### src/rtl/alu_exec_unit.sv
// Two-stage pipelined integer ALU execution unit with valid/ready handshakes.
// S1 registers the issued operands; S2 registers the computed result.
package parameter_pkg;
    typedef enum logic [3:0] {
        OP_ADD  = 4'd0,
        OP_SUB  = 4'd1,
        OP_XOR  = 4'd2,
        OP_OR   = 4'd3,
        OP_AND  = 4'd4,
        OP_SLL  = 4'd5,
        OP_SRL  = 4'd6,
        OP_SRA  = 4'd7,
        OP_SLT  = 4'd8,
        OP_SLTU = 4'd9
    } alu_op_e;
endpackage

module alu_exec_unit #(
    parameter int XLEN   = 32,
    parameter int ROB_W  = 5,
    parameter int PREG_W = 6
) (
    input  logic              clk,
    input  logic              rst_n,
    input  logic              flush,
    input  logic              in_valid,
    output logic              in_ready,
    input  logic [3:0]        alu_control,
    input  logic [XLEN-1:0]   src1,
    input  logic [XLEN-1:0]   src2,
    input  logic [ROB_W-1:0]  rob_tag,
    input  logic [PREG_W-1:0] pdest,
    output logic              out_valid,
    input  logic              out_ready,
    output logic [XLEN-1:0]   result,
    output logic [ROB_W-1:0]  out_rob_tag,
    output logic [PREG_W-1:0] out_pdest
);
    import parameter_pkg::*;

    localparam int SH_W = $clog2(XLEN);

    logic              s1_valid;
    logic [3:0]        s1_op;
    logic [XLEN-1:0]   s1_a;
    logic [XLEN-1:0]   s1_b;
    logic [ROB_W-1:0]  s1_tag;
    logic [PREG_W-1:0] s1_pdest;
    logic              s2_valid;

    logic              s2_adv;
    logic              s1_adv;
    logic [SH_W-1:0]   shamt;
    logic [XLEN-1:0]   alu_res;

    assign s2_adv    = !s2_valid || out_ready;
    assign s1_adv    = !s1_valid || s2_adv;
    assign in_ready  = s1_adv && !flush;
    assign out_valid = s2_valid;
    assign shamt     = s1_b[SH_W-1:0];

    // Unused codes 10-15 fall through to ADD.
    always_comb begin
        alu_res = s1_a + s1_b;
        case (s1_op)
            OP_SUB:  alu_res = s1_a - s1_b;
            OP_XOR:  alu_res = s1_a ^ s1_b;
            OP_OR:   alu_res = s1_a | s1_b;
            OP_AND:  alu_res = s1_a & s1_b;
            OP_SLL:  alu_res = s1_a << shamt;
            OP_SRL:  alu_res = s1_a >> shamt;
            OP_SRA:  alu_res = $unsigned($signed(s1_a) >>> shamt);
            OP_SLT:  alu_res = {{(XLEN-1){1'b0}},
                                $signed(s1_a) < $signed(s1_b)};
            OP_SLTU: alu_res = {{(XLEN-1){1'b0}}, s1_a < s1_b};
            default: alu_res = s1_a + s1_b;
        endcase
    end

    always_ff @(posedge clk or negedge rst_n) begin
        if (!rst_n) begin
            s1_valid    <= 1'b0;
            s1_op       <= '0;
            s1_a        <= '0;
            s1_b        <= '0;
            s1_tag      <= '0;
            s1_pdest    <= '0;
            s2_valid    <= 1'b0;
            result      <= '0;
            out_rob_tag <= '0;
            out_pdest   <= '0;
        end else if (flush) begin
            s1_valid <= 1'b0;
            s2_valid <= 1'b0;
        end else begin
            if (s2_adv) begin
                s2_valid <= s1_valid;
                if (s1_valid) begin
                    result      <= alu_res;
                    out_rob_tag <= s1_tag;
                    out_pdest   <= s1_pdest;
                end
            end
            if (s1_adv) begin
                s1_valid <= in_valid;
                if (in_valid) begin
                    s1_op    <= alu_control;
                    s1_a     <= src1;
                    s1_b     <= src2;
                    s1_tag   <= rob_tag;
                    s1_pdest <= pdest;
                end
            end
        end
    end
endmodule

### config.mk
export PLATFORM = sky130hd
export DESIGN_NAME = alu_exec_unit
export DESIGN_NICKNAME = d
export VERILOG_FILES = /design/src/rtl/alu_exec_unit.sv
export SDC_FILE = /design/constraint.sdc
export NUM_CORES = 1
export LEC_CHECK = 0
export ABC_CLOCK_PERIOD_IN_PS = 10900
export CORE_ASPECT_RATIO = 1.25
export CORE_MARGIN = 2
export CORE_UTILIZATION = 65
export DETAILED_ROUTE_END_ITERATION = 6
export MAX_ROUTING_LAYER = met4
export PLACE_DENSITY = 0.89
export REMOVE_ABC_BUFFERS = 1
export SKIP_LAST_GASP = 1
export SYNTH_ARGS = -nofsm -noshare
export SYNTH_HDL_FRONTEND = slang
export SYNTH_SLANG_ARGS = --single-unit
### constraint.sdc
create_clock -name clk -period 10.9 [get_ports clk]
set_input_delay 1.635 -clock clk [delete_from_list [all_inputs] [get_ports clk]]
set_output_delay 1.635 -clock clk [all_outputs]
set_load 0.01 [all_outputs]
==> summary by stage <==
Status
The flow ran to the end, but the final reports show violations. The final reports fail on DRC.

Power and ir drop
The analysis attributes to cell leakage a power of 6.467 nW. In this run the power density over the cells is approximately 190 nW/um^2. The register share of total power is between 20% and 30%. The proportion of total power due to net switching is 47.96%.

The worst vdd rail ir drop is around 0.00011 V. The combinational group share of total power is a little under three fifths. The power dissipated by switching net loads is between 1 and 1.5 mW.

The share of total power dissipated in the clock network is 19.1%. The internal cell power is roughly 1.6 mW.

Clocking
After clock tree synthesis, the setup repair step added 0 buffers. The number of hold buffers added after cts is 0. The number of levels the H-tree was split into is 4. The root buffer cell chosen for the clock tree is sky130_fd_sc_hd__clkbuf_16. The maximum clock insertion buffer count is 2. Clock-pin slew was measured on the worst setup and hold paths at around 70 ps. After clock tree synthesis, the repair step resized 0 gates. CTS saw 124 sinks. The clock tree from TritonCTS is yes.

Counting the buffers created by CTS gives 17. Clock latency on the worst-skew pair, taken at its later pin, is between 400 and 500 ps.

Worst setup path
The data arrival at the endpoint of the critical path is roughly 3100 ps. The type of the setup path with the least slack is input pin to output pin. The worst setup path is launched from an input pin. The largest fanout on the critical path is 5. In this run the worst setup path terminates at in_ready. The startpoint identified for the worst register-to-register timing path is s1_b[0]$_DFFE_PN0P_. The setup slack of the most critical reg-to-reg path is about 6200 ps. Data on the critical path is required at its endpoint by roughly 9300 ps.

The first element of the critical path is out_ready. The reg-to-reg endpoint is result[28]$_DFFE_PN0P_. The worst reg2reg path depth is 12.

STA classifies the critical path endpoint as an output pin.

Floorplan
The total die area is about 22000 um^2. The starting density of the core is between 60% and 70%. In this run the core area contains 59 standard-cell rows. The overall die height is 167.0 um. The standard cell core area is between 20000 and 25000 um^2. The overall die width is about 130 um. The I/O pin count is between 100 and 150.

Timing
Setup repair after global routing left no endpoint under its margin. For the pin with the worst max-slew slack, the measured transition is around 1400 ps. The worst hold margin is approximately 470 ps. Static timing analysis puts the maximum clock frequency at ~0.21 GHz.

The number of endpoints failing setup at the final stage is 0. The ratio of final minimum period to clock period is roughly 43%. The setup clock skew after layout is 10.58 ps. For the final routed database, the setup TNS stands at 0 ps. The count of final max-slew check failures came to 0.

The hold violation total from the final report is 0. The worst slew margin relative to its limit is 3.224%. The slack of the critical path is between 6000 and 7000 ps. The minimum clock period after layout is approximately 4700 ps.

Synthesis
sky130_fd_sc_hd__dfrtp_1 takes more of the synthesized area than any other cell. Each instance of the synthesized netlist takes up on average between 8 and 9 um^2. After synthesis, flip-flops and latches occupy approximately 22% of the total area. Yosys attributes the largest share of cell area to sky130_fd_sc_hd__dfrtp_1 (22%), sky130_fd_sc_hd__ha_1 (8.8%), sky130_fd_sc_hd__mux2_2 (7.8%). The number of distinct library cells after synthesis is 86. The number of warnings reported in the yosys synthesis log is 0. Summing every instance area after synthesis gives roughly 14000 um^2. Counting every instance in the synthesized netlist gives approximately 1600. In the synthesized netlist the async set-or-reset flop fraction comes to 100.0%. By count the netlist is led by sky130_fd_sc_hd__nor2_1 (168), sky130_fd_sc_hd__nand2_1 (149), sky130_fd_sc_hd__dfrtp_1 (124).

The most common cell in the synthesized netlist is sky130_fd_sc_hd__nor2_1. Synthesis inferred 124 register bits. The number of flops mapped to enable cells by yosys is 0. The dominant register cell in the synthesized netlist is sky130_fd_sc_hd__dfrtp_1. The share of synthesized area in the top cell type comes to roughly 22%.

GRT
The via count of the first global-routing pass was around 14000. Entering global routing, the biggest net connects 80 pins. The total overflow reported by the global router is 0. The total routing usage reported by global routing is 48.78%.

The number of antenna violations at the first check in global routing came to 1. The first global-routing pass estimated around 81000 um of wire.

Layout
After the last flow step, the layout net total stands at between 1500 and 2000. The layout cell share with drive strength beyond 1 is between 10% and 20%. The fill cell total of the finished layout is 1537. The layout-stage area growth over the synthesis result is 13.18%.

The utilization after layout is 75.06%.

Route
The routed length per placed instance is roughly 27 um. The first detailed-routing pass ran for 7 iterations. Using the TritonRoute via totals, the vias-per-cell ratio works out to 7.491.

The number of nets with antenna violations after detailed routing is 0. Across all layers, the routed design uses 14670 vias. The number of design-rule violations left by the first detailed-router iteration is about 2400. After detailed routing, the total wire length is approximately 53000 um. The number of DRC violations after detailed routing is 65.

Placed design
The quantity of I/O buffers inserted on ports is roughly 130. The setup slack at placement is roughly 6000 ps. The sum of net half-perimeters after detailed placement is approximately 37000 um.

Routability-driven placement finished with a final weighted congestion of about 1.1.

Min path
In this run the worst hold path is classified as flip-flop to flip-flop.

Flow run
The count of max-cap constraint violations is 0.
==> cell usage in the layout (no fill, tap or decap), types with 11 or more instances in the layout <==
master                            synthesis  layout
sky130_fd_sc_hd__nor2_1                 168     168
sky130_fd_sc_hd__nand2_1                149     148
sky130_fd_sc_hd__clkdlybuf4s50_1          0     127
sky130_fd_sc_hd__dfrtp_1                124     120
sky130_fd_sc_hd__a21oi_1                114     114
sky130_fd_sc_hd__ha_1                    97      97
sky130_fd_sc_hd__inv_1                   96      96
sky130_fd_sc_hd__mux2_2                  96      96
sky130_fd_sc_hd__o21ai_0                 96      96
sky130_fd_sc_hd__mux4_2                  47      47
sky130_fd_sc_hd__mux2i_1                 42      42
sky130_fd_sc_hd__nor3_1                  34      34
sky130_fd_sc_hd__a211oi_1                28      28
sky130_fd_sc_hd__nand3_1                 28      28
sky130_fd_sc_hd__a22oi_1                 23      23
sky130_fd_sc_hd__o211ai_1                21      21
sky130_fd_sc_hd__buf_4                    3      21
sky130_fd_sc_hd__a31oi_1                 18      18
sky130_fd_sc_hd__nor4_1                  18      18
sky130_fd_sc_hd__o21bai_1                17      17
sky130_fd_sc_hd__clkbuf_16                0      17
sky130_fd_sc_hd__o31ai_1                 16      16
sky130_fd_sc_hd__nor2b_1                 13      13
sky130_fd_sc_hd__nand4_1                 13      13
sky130_fd_sc_hd__mux4_1                  12      12
sky130_fd_sc_hd__xnor2_1                 12      12
sky130_fd_sc_hd__and2_1                  12      11
sky130_fd_sc_hd__o221ai_1                11      11
==> how the worst min path moves through the flow <==
stage / from / to / slack [ps] / depth (start not counted)
2_1_floorplan: s1_pdest[0]$_DFFE_PN0P_ / out_pdest[0]$_DFFE_PN0P_ / 430 / 2
3_3_place_gp: s1_tag[4]$_DFFE_PN0P_ / out_rob_tag[4]$_DFFE_PN0P_ / 440 / 2
3_5_place_dp: s1_tag[1]$_DFFE_PN0P_ / out_rob_tag[1]$_DFFE_PN0P_ / 460 / 2
4_1_cts: s1_tag[1]$_DFFE_PN0P_ / out_rob_tag[1]$_DFFE_PN0P_ / 470 / 2
5_1_grt: s1_tag[2]$_DFFE_PN0P_ / out_rob_tag[2]$_DFFE_PN0P_ / 490 / 2
6_report: s1_tag[1]$_DFFE_PN0P_ / out_rob_tag[1]$_DFFE_PN0P_ / 470 / 2
==> power by group through the flow <==
stage | clock network [mW] | logic (mW) | registers (mW)
2_1_floorplan | 0 | 1.02 | 0.724
3_3_place_gp | 0 | 1.59 | 0.710
3_5_place_dp | 0 | 1.61 | 0.717
4_1_cts | 0.568 | 1.63 | 0.710
5_1_grt | 0.589 | 1.79 | 0.727
6_report | 0.573 | 1.70 | 0.721
==> sequential cells by signal, summed over array words and instances (netlist names) <==
register     count
s1_pdest         6
s1_tag           5
s1_op            4
s1_valid         1
out_pdest        6
s1_a            32
result          32
s1_b            32
out_valid        1
out_rob_tag      5
==> area by class of cell <==
| cell class | count | area [um^2] | area share (%) |
|---|---|---|---|
| well taps | 274 | 342.8 | 2.194 |
| flip-flops and latches | 124 | 3110 | 19.91 |
| inverters | 98 | 367.9 | 2.354 |
| clock buffers | 18 | 439.2 | 2.810 |
| diodes | 1 | 2.502 | 0.01601 |
| clock inverters | 14 | 123.9 | 0.7927 |
| multi-input cells | 1280 | 9799 | 62.71 |
| repair buffers | 149 | 1440 | 9.216 |
==> metrics by stage <==
step           total power [mW]  cells  instance area (um^2)
5_1_grt                   3.109   1958                 15630
2_1_floorplan             1.745   1502                 13240
4_1_cts                   2.904   1957                 15620
3_3_place_gp              2.299   1925                 15060
6_report                  2.996   1958                 15630
3_5_place_dp              2.331   1925                 15060
==> layer usage <==
layer  vias up  track usage (%)  wire length [um]
met5         -                -                 0
met4         0            32.22              4533
met3       360            13.49              6868
met2      1302            71.16             23420
met1      6856            58.85             18610
li1       6149                -                 -
==> critical path: stages <==
cell	delay (ps)
sky130_fd_sc_hd__clkdlybuf4s50_1	450
sky130_fd_sc_hd__nor2b_1	90
sky130_fd_sc_hd__a21oi_1	300
sky130_fd_sc_hd__clkdlybuf4s50_1	610
==> logic make-up (layout without fill, tap and decap cells) <==
logic type / Yosys count / count (layout) / share of synthesized area, %
buf+inv: 229 / 279 / 6.796
other cells: 0 / 1 / 0
xor+xnor: 17 / 17 / 1.078
simple gates: 489 / 489 / 16.36
compound gates: 478 / 478 / 23.39
fa+ha+maj: 99 / 99 / 9.080
flops: 124 / 124 / 22.47
mux: 197 / 197 / 20.82
No activity file was read; power rests on OpenSTA's default activity.
